===== config.mk =====
export PLATFORM = sky130hd
export DESIGN_NAME = mem_port_arbiter
export DESIGN_NICKNAME = d
export VERILOG_FILES = /design/src/rtl/mem_port_arbiter.sv
export SDC_FILE = /design/constraint.sdc
export NUM_CORES = 1
export LEC_CHECK = 0
export CAP_MARGIN = 25
export CORE_MARGIN = 2
export CORE_UTILIZATION = 37
export CTS_CLUSTER_DIAMETER = 40
export DETAILED_ROUTE_END_ITERATION = 10
export PLACE_DENSITY = 0.84
export SLEW_MARGIN = 20
export SYNTH_ARGS = -nofsm -noshare
export SYNTH_HDL_FRONTEND = slang
export SYNTH_SLANG_ARGS = --single-unit

===== constraint.sdc =====
create_clock -name clk -period 3.45 [get_ports clk]
set_clock_uncertainty 0.2 [all_clocks]
set_input_delay 0.8625 -clock clk [delete_from_list [all_inputs] [get_ports clk]]
set_output_delay 0.8625 -clock clk [all_outputs]
set_load 0.01 [all_outputs]

===== src/rtl/mem_port_arbiter.sv =====
// Shares the cache/SRAM controller request port between IF and MEM, one transaction at a time.
// MEM has priority; a starvation counter forces IF ahead after STARVE_MAX consecutive MEM wins.
module mem_port_arbiter #(
  parameter int unsigned ADDR_W     = 18,
  parameter int unsigned DATA_W     = 32,
  parameter int unsigned STARVE_MAX = 4
) (
  input  logic              clk,
  input  logic              rst,
  input  logic [ADDR_W-1:0] if_addr,
  input  logic              if_R_en,
  output logic [DATA_W-1:0] if_data_out,
  output logic              if_freeze,
  input  logic [ADDR_W-1:0] mem_addr,
  input  logic [DATA_W-1:0] mem_data_in,
  input  logic              mem_R_en,
  input  logic              mem_W_en,
  output logic [DATA_W-1:0] mem_data_out,
  output logic              mem_freeze,
  output logic [ADDR_W-1:0] ctrl_addr,
  output logic [DATA_W-1:0] ctrl_data_in,
  output logic              ctrl_R_en,
  output logic              ctrl_W_en,
  input  logic [DATA_W-1:0] ctrl_data_out,
  input  logic              ctrl_freeze
);

  typedef enum logic [1:0] {StIdle, StIssue, StWait} state_e;

  state_e              state_q, state_d;
  logic                grant_q, grant_d;
  logic                op_w_q, op_w_d;
  logic [3:0]          starve_q, starve_d;
  logic [ADDR_W-1:0]   addr_q, addr_d;
  logic [DATA_W-1:0]   data_q, data_d;
  logic                r_en_q, r_en_d;
  logic                w_en_q, w_en_d;

  logic mem_req;
  logic mem_wins;
  logic done;

  assign mem_req  = mem_R_en | mem_W_en;
  // MEM wins unless starved out IF is waiting; with no IF request MEM is the fallback.
  assign mem_wins = (mem_req && (32'(starve_q) < STARVE_MAX)) || !if_R_en;

  always_comb begin
    state_d  = state_q;
    grant_d  = grant_q;
    op_w_d   = op_w_q;
    addr_d   = addr_q;
    data_d   = data_q;
    r_en_d   = r_en_q;
    w_en_d   = w_en_q;
    starve_d = if_R_en ? starve_q : 4'd0;
    case (state_q)
      StIdle: begin
        if (if_R_en || mem_req) begin
          state_d = StIssue;
          grant_d = mem_wins;
          if (mem_wins) begin
            addr_d = mem_addr;
            data_d = mem_data_in;
            // Simultaneous read and write performs the read only.
            op_w_d = mem_W_en & ~mem_R_en;
            if (if_R_en) begin
              starve_d = (starve_q == 4'hF) ? starve_q : starve_q + 4'd1;
            end
          end else begin
            addr_d   = if_addr;
            data_d   = '0;
            op_w_d   = 1'b0;
            starve_d = 4'd0;
          end
          r_en_d = ~op_w_d;
          w_en_d = op_w_d;
        end
      end
      StIssue: state_d = StWait;
      StWait: begin
        if (!ctrl_freeze) begin
          state_d = StIdle;
          r_en_d  = 1'b0;
          w_en_d  = 1'b0;
        end
      end
      default: begin
        state_d = StIdle;
        r_en_d  = 1'b0;
        w_en_d  = 1'b0;
      end
    endcase
  end

  always_ff @(posedge clk or negedge rst) begin
    if (!rst) begin
      state_q  <= StIdle;
      grant_q  <= 1'b0;
      op_w_q   <= 1'b0;
      starve_q <= 4'd0;
      addr_q   <= '0;
      data_q   <= '0;
      r_en_q   <= 1'b0;
      w_en_q   <= 1'b0;
    end else begin
      state_q  <= state_d;
      grant_q  <= grant_d;
      op_w_q   <= op_w_d;
      starve_q <= starve_d;
      addr_q   <= addr_d;
      data_q   <= data_d;
      r_en_q   <= r_en_d;
      w_en_q   <= w_en_d;
    end
  end

  assign done = (state_q == StWait) && !ctrl_freeze;

  assign if_freeze  = if_R_en & ~(done & ~grant_q);
  assign mem_freeze = mem_req & ~(done & grant_q);

  // Data goes only to a requester still asking for it; writes return nothing.
  assign if_data_out  = (done && !grant_q && if_R_en) ? ctrl_data_out : '0;
  assign mem_data_out = (done && grant_q && !op_w_q && mem_req) ? ctrl_data_out : '0;

  assign ctrl_addr    = addr_q;
  assign ctrl_data_in = data_q;
  assign ctrl_R_en    = r_en_q;
  assign ctrl_W_en    = w_en_q;

endmodule


==> results of run 1 <==
-- cells by family (layout without fill, tap and decap cells) --
family	count (synthesis)	in the layout	share of synthesized area [%]
AND/OR/NAND/NOR	119	119	22.9
AO/OA/AOI/OAI	83	83	19.6
flip-flops	60	60	50.2
buffers and inverters	26	259	6.52
adder cells (fa/ha/maj)	1	1	0.418
multiplexers	1	1	0.334
-- how the worst min path moves through the flow --
stage,from,to,slack (ps)
2_1_floorplan,grant_q,grant_q,290
3_3_place_gp,ctrl_data_in[2],ctrl_data_in[2],290
3_5_place_dp,ctrl_data_in[7],ctrl_data_in[7],290
4_1_cts,ctrl_data_in[27],ctrl_data_in[27],310
5_1_grt,ctrl_data_in[29],ctrl_data_in[29],320
6_report,ctrl_data_in[14],ctrl_data_in[14],310
-- flip-flops by register name (all words and copies together) (netlist names) --
| signal | count |
|---|---|
| ctrl_data_in | 32 |
| ctrl_R_en | 1 |
| ctrl_addr | 18 |
| starve_q | 4 |
| ctrl_W_en | 1 |
| op_w_q | 1 |
| state_q | 2 |
| grant_q | 1 |
-- per-layer routing --
layer | vias to the layer above | global-route usage [%] | share of wire [%] | wire length [um]
met3 | 20 | 8.51 | 9.1 | 1010
met2 | 150 | 43.2 | 50 | 5590
met1 | 1499 | 27.8 | 38 | 4170
li1 | 1481 | - | - | -
met5 | - | 0 | 0 | 0
met4 | 0 | 10.0 | 3.0 | 337
-- where the power goes --
part | internal [mW] | total [mW] | switching, mW
sequential | 1.03 | 1.23 | 0.202
clock | 0.275 | 0.547 | 0.272
combinational | 1.04 | 1.88 | 0.841
total | 2.35 | 3.66 | 1.31
-- metrics by stage --
stage	worst slack, ps	instance area, sq um
after floorplan	668	2990
after CTS	2.91	5520
after detailed placement	-350	5300
after global routing	2.34	5410
after global placement	-337	5300
final	75.4	5410
-- area by class of cell --
cell class	count	area [sq um]
Clock inverter	4	26.3
Sequential cell	60	1500
Timing Repair Buffer	242	2310
Inverter	2	7.51
Tap cell	102	128
Clock buffer	11	141
Fill cell	623	2350
Multi-Input combinational cell	204	1300
-- worst max-delay path, cell delays in order --
cell	delay, ps
dlygate4sd2_1	250
nor3b_2	200
buf_4	140
and2b_2	180
buf_6	120
buf_16	130
and3_1	160
dlygate4sd2_1	270
-- Yosys cell counts --
| cell | instances |
|---|---|
| dfrtp_1 | 60 |
| a21oi_1 | 37 |
| and2_1 | 33 |
| a22o_1 | 32 |
| and3_1 | 32 |
| nand2_1 | 21 |
| nor2_1 | 19 |
| buf_6 | 11 |
| clkbuf_1 | 7 |
| o21ai_0 | 5 |
| buf_2 | 3 |
| buf_4 | 3 |
| nand3_1 | 3 |
| a21boi_0 | 2 |
| a21o_1 | 2 |
| and3b_1 | 2 |
| nor2_4 | 2 |
| nor2b_1 | 2 |
| o31ai_4 | 2 |
| a31o_2 | 1 |
| and2b_1 | 1 |
| ha_1 | 1 |
| inv_1 | 1 |
| inv_2 | 1 |
| mux2i_1 | 1 |
| nor2_8 | 1 |
| nor3_1 | 1 |
| nor3_4 | 1 |
| nor3b_2 | 1 |
| o21a_1 | 1 |
| o31a_1 | 1 |
-- cell usage in the layout, fill, tap and decap left out, drive strengths merged, types with 3 or more instances in the layout --
cell           instances
clkdlybuf4s50        154
nand2                 21
dfrtp                 60
and2                  33
nor2                  22
buf                   35
nand3                  3
a22o                  32
clkbuf                13
clkinv                 3
dlygate4sd2           49
o21ai                  5
and3                  32
a21oi                 37
-- timing repair --
action	in CTS	in global routing
pin swaps	2	0
gates cloned	2	0
endpoints found under the setup margin	65	18
buffers inserted	3	0
gates resized for setup	106	20
==> out/metrics.yaml, run 1 <==
vias: 3150
place_inst: 605
drive_gt1_share_pct: 12.2
dp_hpwl_um: 8250
synthCells: 290
yosysTopAreaCell: "dfrtp_1"
clockBufferDepth: 2
clk_pin_slew_ps: 70
cp_max_fo: 16
clk_latency_ps: 330
grt_max_degree: 61
fmax_ghz: 0.296
cts_tree: "done"
netlist.area_leader.share_pct: 50.2
mappedNetlistArea_sq_um: 2990
leakage_nw: 2.71
clock_sinks: 60
crit_arrival_ps: 2310
tns_ps: 0
vias_per_cell: 5.04
first_pass_iters: 4
cts_buffers: 9
grt_pass1_vias: 3182
ys_ff_latch: 60
crit_path_end_kind: "output port"
slew_headroom_pct: 48.7
finalNonFillerCells: 625
syn-num-nets: 397
std_cell_rows: 32
hold_path_depth: 1
yosys_warnings: 0
drc_errors: 0
gp_congestion: 0.788
num_io_pins: 224
worst_pin_slew_ps: 769
finalHoldViolations: 0
fp.dieH_um: 93.9
final.period_utilization_pct: 97.8
slew_violations: 0
portBuffers: 223
period_needed_ps: 3370
cp-start-kind: "primary input"
avgSynthCellArea_sq_um: 10.3
core_area_sq_um: 7770
rsz0062_at_grt: "false"
critical_path_required_ps: 2390
cts_hold_buf: 0
syn_to_final_growth_pct: 80.9
critical_path.endpoint: "if_data_out[13]"
fin_nets: 626
startpoint: "ctrl_freeze"
fin_hold_ws_ps: 307
ys_seq_area_share_pct: 50.2
dieArea_sq_um: 8820
setup_viol: 0
grt_pass1_wl_um: 16800
htree_num_levels: 3
status: "finished, final reports clean"
die_x_um: 93.9
synth_area_leaders: "dfrtp_1 50%, a22o_1 9.4%, and2_1 6.9%"
postRouteAntennaNets: 0
grt_usage_pct: 24.9
worstSetupPathType: "primary input to output port"
r2r_end: "ctrl_data_in[16]"
ir_drop_mv: 0.505
report.power.total_mw: 3.66
drv_cap: 0
grt_overflow_total: 0
num_antenna_cells: 0
grt_antenna_before_repair: 0
synth_cell_types: 31
power_density_nw_per_um2: 676
rrSetupSlack_ps: 1480
reg2reg_depth: 5
r2r_start: "state_q[0]"
drt_iter0_markers: 120
start_util_pct: 38.5
cts_root_buf: "clkbuf_8"
wl_um: 11100
hp-class: "flop to flop"
routedWlPerCell_um: 17.8
final_util_pct: 69.7
Note: power is estimated with default switching activity, not from simulation.
==> run 2: changes to the inputs <==
--- a/config.mk
+++ b/config.mk
@@ -9,6 +9,7 @@
 export CORE_MARGIN = 2
 export CORE_UTILIZATION = 37
 export CTS_CLUSTER_DIAMETER = 40
+export CTS_CLUSTER_SIZE = 28
 export DETAILED_ROUTE_END_ITERATION = 10
 export PLACE_DENSITY = 0.84
 export SLEW_MARGIN = 20
==> results of run 2 <==
No change in the layout: final DEF, timing and power equal those of run 1.
